[src/rtl/interrupt_register_pkg.sv]
// rtl/interrupt_register_pkg.sv - shared constants for the interrupt/status register
package interrupt_register_pkg;

    // Synchronizer depth used when the instantiating level does not override it
    localparam int SYNC_STAGES_DEFAULT = 2;

    // Number of slide switches captured into the switch snapshot
    localparam int NUM_SWITCHES = 4;

endpackage

[src/rtl/sync_bit.sv]
// rtl/sync_bit.sv - parameterized 1-bit synchronizer with synchronous clear
module sync_bit #(
    parameter int STAGES = 2
) (
    input  logic clk,
    input  logic clr,
    input  logic d,
    output logic q
);

    if (STAGES == 0) begin : g_bypass
        // Depth 0: the input is already in the clock domain, pass it straight through
        assign q = d;
    end else begin : g_chain
        logic [STAGES-1:0] chain;

        // Shift the raw level through the flop chain; clear drops every stage to 0
        always_ff @(posedge clk) begin
            if (clr) begin
                chain <= '0;
            end else begin
                chain[0] <= d;
                for (int i = 1; i < STAGES; i++) begin
                    chain[i] <= chain[i-1];
                end
            end
        end

        assign q = chain[STAGES-1];
    end

endmodule

[src/rtl/interrupt_register.sv]
// rtl/interrupt_register.sv - switch snapshot and sticky North-button pending flag
module interrupt_register
    import interrupt_register_pkg::*;
#(
    parameter int SYNC_STAGES = SYNC_STAGES_DEFAULT
) (
    input  logic CLK,
    input  logic CLR,
    input  logic Sw0,
    input  logic Sw1,
    input  logic Sw2,
    input  logic Sw3,
    input  logic Write,
    input  logic North_Button,
    input  logic North_Button_Data,
    input  logic North_Button_Write,
    output logic Sw0_State,
    output logic Sw1_State,
    output logic Sw2_State,
    output logic Sw3_State,
    output logic North_Button_State
);

    logic [NUM_SWITCHES-1:0] sw_raw;
    logic [NUM_SWITCHES-1:0] sw_s;
    logic [NUM_SWITCHES-1:0] sw_state;
    logic                    nb_s;
    logic                    nb_prev;
    logic                    nb_rise;
    logic                    nb_pending;

    assign sw_raw = {Sw3, Sw2, Sw1, Sw0};

    for (genvar i = 0; i < NUM_SWITCHES; i++) begin : g_sw_sync
        sync_bit #(
            .STAGES (SYNC_STAGES)
        ) u_sync (
            .clk (CLK),
            .clr (CLR),
            .d   (sw_raw[i]),
            .q   (sw_s[i])
        );
    end

    sync_bit #(
        .STAGES (SYNC_STAGES)
    ) u_nb_sync (
        .clk (CLK),
        .clr (CLR),
        .d   (North_Button),
        .q   (nb_s)
    );

    // Snapshot the synchronized switch levels whenever the processor strobes Write
    always_ff @(posedge CLK) begin
        if (CLR) begin
            sw_state <= '0;
        end else if (Write) begin
            sw_state <= sw_s;
        end
    end

    // Remember the previous button level; restarting at 0 makes a held button fire once after reset
    always_ff @(posedge CLK) begin
        if (CLR) begin
            nb_prev <= 1'b0;
        end else begin
            nb_prev <= nb_s;
        end
    end

    assign nb_rise = nb_s & ~nb_prev;

    // Sticky pending flag: a press outranks a software write so no interrupt is dropped
    always_ff @(posedge CLK) begin
        if (CLR) begin
            nb_pending <= 1'b0;
        end else if (nb_rise) begin
            nb_pending <= 1'b1;
        end else if (North_Button_Write) begin
            nb_pending <= North_Button_Data;
        end
    end

    assign Sw0_State          = sw_state[0];
    assign Sw1_State          = sw_state[1];
    assign Sw2_State          = sw_state[2];
    assign Sw3_State          = sw_state[3];
    assign North_Button_State = nb_pending;

endmodule

[config.mk]
export PLATFORM = sky130hd
export DESIGN_NAME = interrupt_register
export DESIGN_NICKNAME = d
export VERILOG_FILES = /design/src/rtl/interrupt_register_pkg.sv /design/src/rtl/sync_bit.sv /design/src/rtl/interrupt_register.sv
export SDC_FILE = /design/constraint.sdc
export NUM_CORES = 1
export LEC_CHECK = 0
export ABC_AREA = 1
export CAP_MARGIN = 20
export CORE_AREA = 8 8 45 47
export CTS_CLUSTER_SIZE = 12
export DETAILED_ROUTE_END_ITERATION = 7
export DIE_AREA = 0 0 53 55
export PLACE_DENSITY = 0.68
export SLEW_MARGIN = 0
export SYNTH_ARGS = -nofsm -noshare
export SYNTH_HDL_FRONTEND = slang
export SYNTH_SLANG_ARGS = --single-unit
export TNS_END_PERCENT = 10
[constraint.sdc]
create_clock -name CLK -period 1.4 [get_ports CLK]
set_input_delay 0.21 -clock CLK [delete_from_list [all_inputs] [get_ports CLK]]
set_output_delay 0.21 -clock CLK [all_outputs]
set_load 0.005 [all_outputs]
Yosys cells after proc, flatten, opt, wreduce, memory -nomap -nowiden
Index checks and enable logic that the tools add are counted.
{"block": "op_classes", "reduce_logical": 1, "muxes": 2, "n_bitwise": 2}
{"cell": "2-to-1 mux 1 bit", "count": 2}
{"cell": "nonzero test 2 bit", "count": 1}
{"cell": "bitwise AND 1 bit", "count": 1}
{"cell": "NOT 1 bit", "count": 1}
{"block": "word_totals", "out_inout_bits": 5, "reg_bits": 16, "wordCells": 13, "inputBits": 10}

Longest topological paths before layout
{"block": "depth", "ltp_word": 3, "mapped_depth": 5, "depth_no_buf": 5}

Hierarchy
From an unflattened synthesis, not the netlist that was laid out.
{"block": "unflattened", "cells_unflattened": 60, "area_unflattened_um2": 491.7}
{"mod": "sync_bit", "cells_each": 6, "area_per_inst_um2": 55.1, "seq_area_each_um2": 40.0, "n_inst": 5}
{"mod": "interrupt_register", "cells_each": 30, "area_per_inst_um2": 216.5, "seq_area_each_um2": 120.1, "n_inst": 1}

Least setup slack after synthesis
No wires, ideal clock.
{"block": "synth_path", "path_kind": "reg-to-reg", "from": "reg sw_state[1] (netlist name)", "to": "reg sw_state[1]", "synth_period_minus_slack_ns": 0.599, "n_path_buf": 0, "setup_time_ns": 0.116, "arrival_time_ns": 0.483, "stages_incl_launch_ff": 3, "t_required_ns": 1.284, "setup_slack_ns": 0.801, "path_cell_list": "dfxtp_1 -> o21ai_0 -> nor2_1"}
{"item": "end signal, assigned", "line": "interrupt_register.sv:59", "source": "sw_state <= sw_s;"}
{"item": "end, declared", "line": "interrupt_register.sv:26", "source": "logic [NUM_SWITCHES-1:0] sw_state;"}

Worst setup path after layout
{"block": "layout_path", "from": "reg nb_pending (netlist: North_Button_State)", "to": "out North_Button_State"}
{"item": "start, declared", "line": "interrupt_register.sv:30", "source": "logic nb_pending;"}
{"item": "start signal, assigned", "line": "interrupt_register.sv:81", "source": "nb_pending <= North_Button_Data;"}
{"item": "end, declared", "line": "interrupt_register.sv:21", "source": "output logic North_Button_State"}
No word-level cell between the ends.

==> metrics <==
crit path max fanout=2; Die W=53 um; status=finished clean; clock root cell=clkbuf_4; clock latency on the worst-skew pair=280 ps; Post-DP Area=661 um2; crit path buf inv count=1; Yosys top cell by area=dfxtp_1; Power, Total=0.866 mW; arrival time worst endpoint=1130 ps; clk buf depth=2; layer with the highest usage=met2; Total GRT Usage=0.0670; met1 Usage GRT=0.0679; fmax=746 MHz; area of the core=1380 um2; peak supply drop=0.605 mV; Synth top area share=0.635; synthesized area per cell=8.27 um2; Vias/cell=3.97; initial DRC count=0; first-pass GRT wire length=1420 um; minimum clock period after layout=1340 ps; crit start category=flop; largest family of logic cells by synthesized area=simple AND/OR/NAND/NOR gates; static leakage=0.330 nW; global route overflow=0; Setup TNS=0 ps; power density cells=1240 nW/um2; critical path data required time=1190 ps; xor/xnor share of the synthesized area=0; Slowest cell on crit path=clkdlybuf4s50_1; Core Util, Final=0.504; Compound-Gate Fraction of Synth Area=0.0397; met2 Use GR=0.0977; Initial Util=0.364; CTS H-tree lvls=1; Final Hold Vio Count=0; Final WS setup=59.1 ps; Max Cap Violations=0; Tcrit/Tclk final=0.958; Layout Nets=90; CTS Buf Count=3; Area contributors post-synth=dfxtp_1 64%, nor2_1 13%, inv_1 10%, nand2_1 4.5%, o21ai_0 4.0%; syn_nets=71; post-CTS setup buffer count=0; post-synth cell types=8; # diodes=0; share of cells above drive strength 1=0.0886; synth-to-layout area growth=38.2%; WL/cell=8.45 um; DRC violations left=0; clk_skew=0.384 ps; PortBufs=14; post-synthesis simple-gate area fraction=0.191; height of the die=55 um; mux contribution to synthesized area=0; antenna viol nets, final=0; total wire length=803 um; Worst-path clk slew=90 ps; # fillers=148; via count=377; met3 Use GR=0.0348; Post-Syn Area=504 um2; Mapped Cells=61; worst path cell trace=clkdlybuf4s50_1; Synth Area in Adders=0; post-DP HPWL=628 um; final setup violation count=0; CP Capture Type=output pin; Worst-Margin Slew=258 ps; HP Class=reg -> reg; Critical Setup Path Class=reg -> out; YS warnings=0; Max transition margin=0.827; RSZ-0062 raised after global routing=false; post-synthesis sequential area ratio=0.635; hold_buf cts=0; RePlAce Congestion=0.703; I/O pin total=15; Top delay family on crit path=buffers and inverters; vias in the first global route=368; fin. max-slew vios=0; number of cell rows=14; post-CTS sizing=0; pin count of the biggest net entering global routing=10; CTS tree=done; DIE AREA=2920 um2; dpl ws=219 ps; Design Area, Final=697 um2; Detailed Routing Iterations Pass 1=1; slowest cell delay on critical path=510 ps; flops & latches, synth=16; clk sinks=16; initial antenna violation count=0
-- cell usage in the layout (no fill, tap or decap) --
cell type	n
dfxtp_1	16
nor2_2	1
inv_1	14
clkdlybuf4s50_1	14
o21ai_0	4
nor2_1	18
clkbuf_8	1
clkbuf_4	3
buf_4	1
nand2_1	6
inv_2	1
-- final timing paths --
kind	from	endpoint	slack, ps	depth (start not counted)
max	North_Button_State	North_Button_State	60	1
min	g_sw_sync[2].u_sync.g_chain.chain[0]	g_sw_sync[2].u_sync.g_chain.chain[1]	410	2
max reg2reg	sw_state[1]	sw_state[1]	770	2
min reg2reg	g_sw_sync[2].u_sync.g_chain.chain[0]	g_sw_sync[2].u_sync.g_chain.chain[1]	410	2
-- flip-flops by register name, summed over array words and instances (netlist names) --
register                        flops
g_sw_sync.u_sync.g_chain.chain      8
North_Button_State                  1
sw_state                            4
nb_prev                             1
u_nb_sync.g_chain.chain             2
-- per-layer routing --
metal	part of all wire	up-vias	routed length, um
li1	-	207	-
met1	0.41	150	331
met2	0.41	15	330
met3	0.14	5	110
met4	0.039	0	31
met5	0	-	0
-- cells in the mapped netlist, drive strengths merged --
| library cell | count |
|---|---|
| nor2 | 19 |
| dfxtp | 16 |
| inv | 15 |
| nand2 | 6 |
| o21ai | 4 |
| buf | 1 |
-- cell type report --
type                            count  area [um2]  share of cell area
Multi-Input combinational cell     29         116               0.167
Tap cell                           16        20.0              0.0287
Sequential cell                    16         320               0.460
Timing Repair Buffer               15         148               0.212
Inverter                           15        56.3              0.0808
Clock buffer                        4        36.3              0.0521
-- worst register-to-register path, cell delays in order (launching register included) --
cell	delay [ps]
dfxtp_1	320
o21ai_0	160
nor2_1	50
-- kinds of logic (layout without fill, tap and decap cells) --
logic type	count (synthesis)	count (layout)
buf+inv	16	34
flops	16	16
simple gates	25	25
compound gates	4	4
-- stage by stage --
step | cells | hold slack (ps)
2_1_floorplan | 61 | 283
5_1_grt | 95 | 428
4_1_cts | 95 | 410
3_5_place_dp | 91 | 397
3_3_place_gp | 91 | 391
6_report | 95 | 408
-- power breakdown --
part	total [mW]	internal (mW)	switching, mW
clock network	0.301	0.158	0.142
registers	0.485	0.478	0.00707
logic	0.0807	0.0498	0.0309
total	0.866	0.686	0.180
Note: power is estimated with default switching activity, not from simulation.
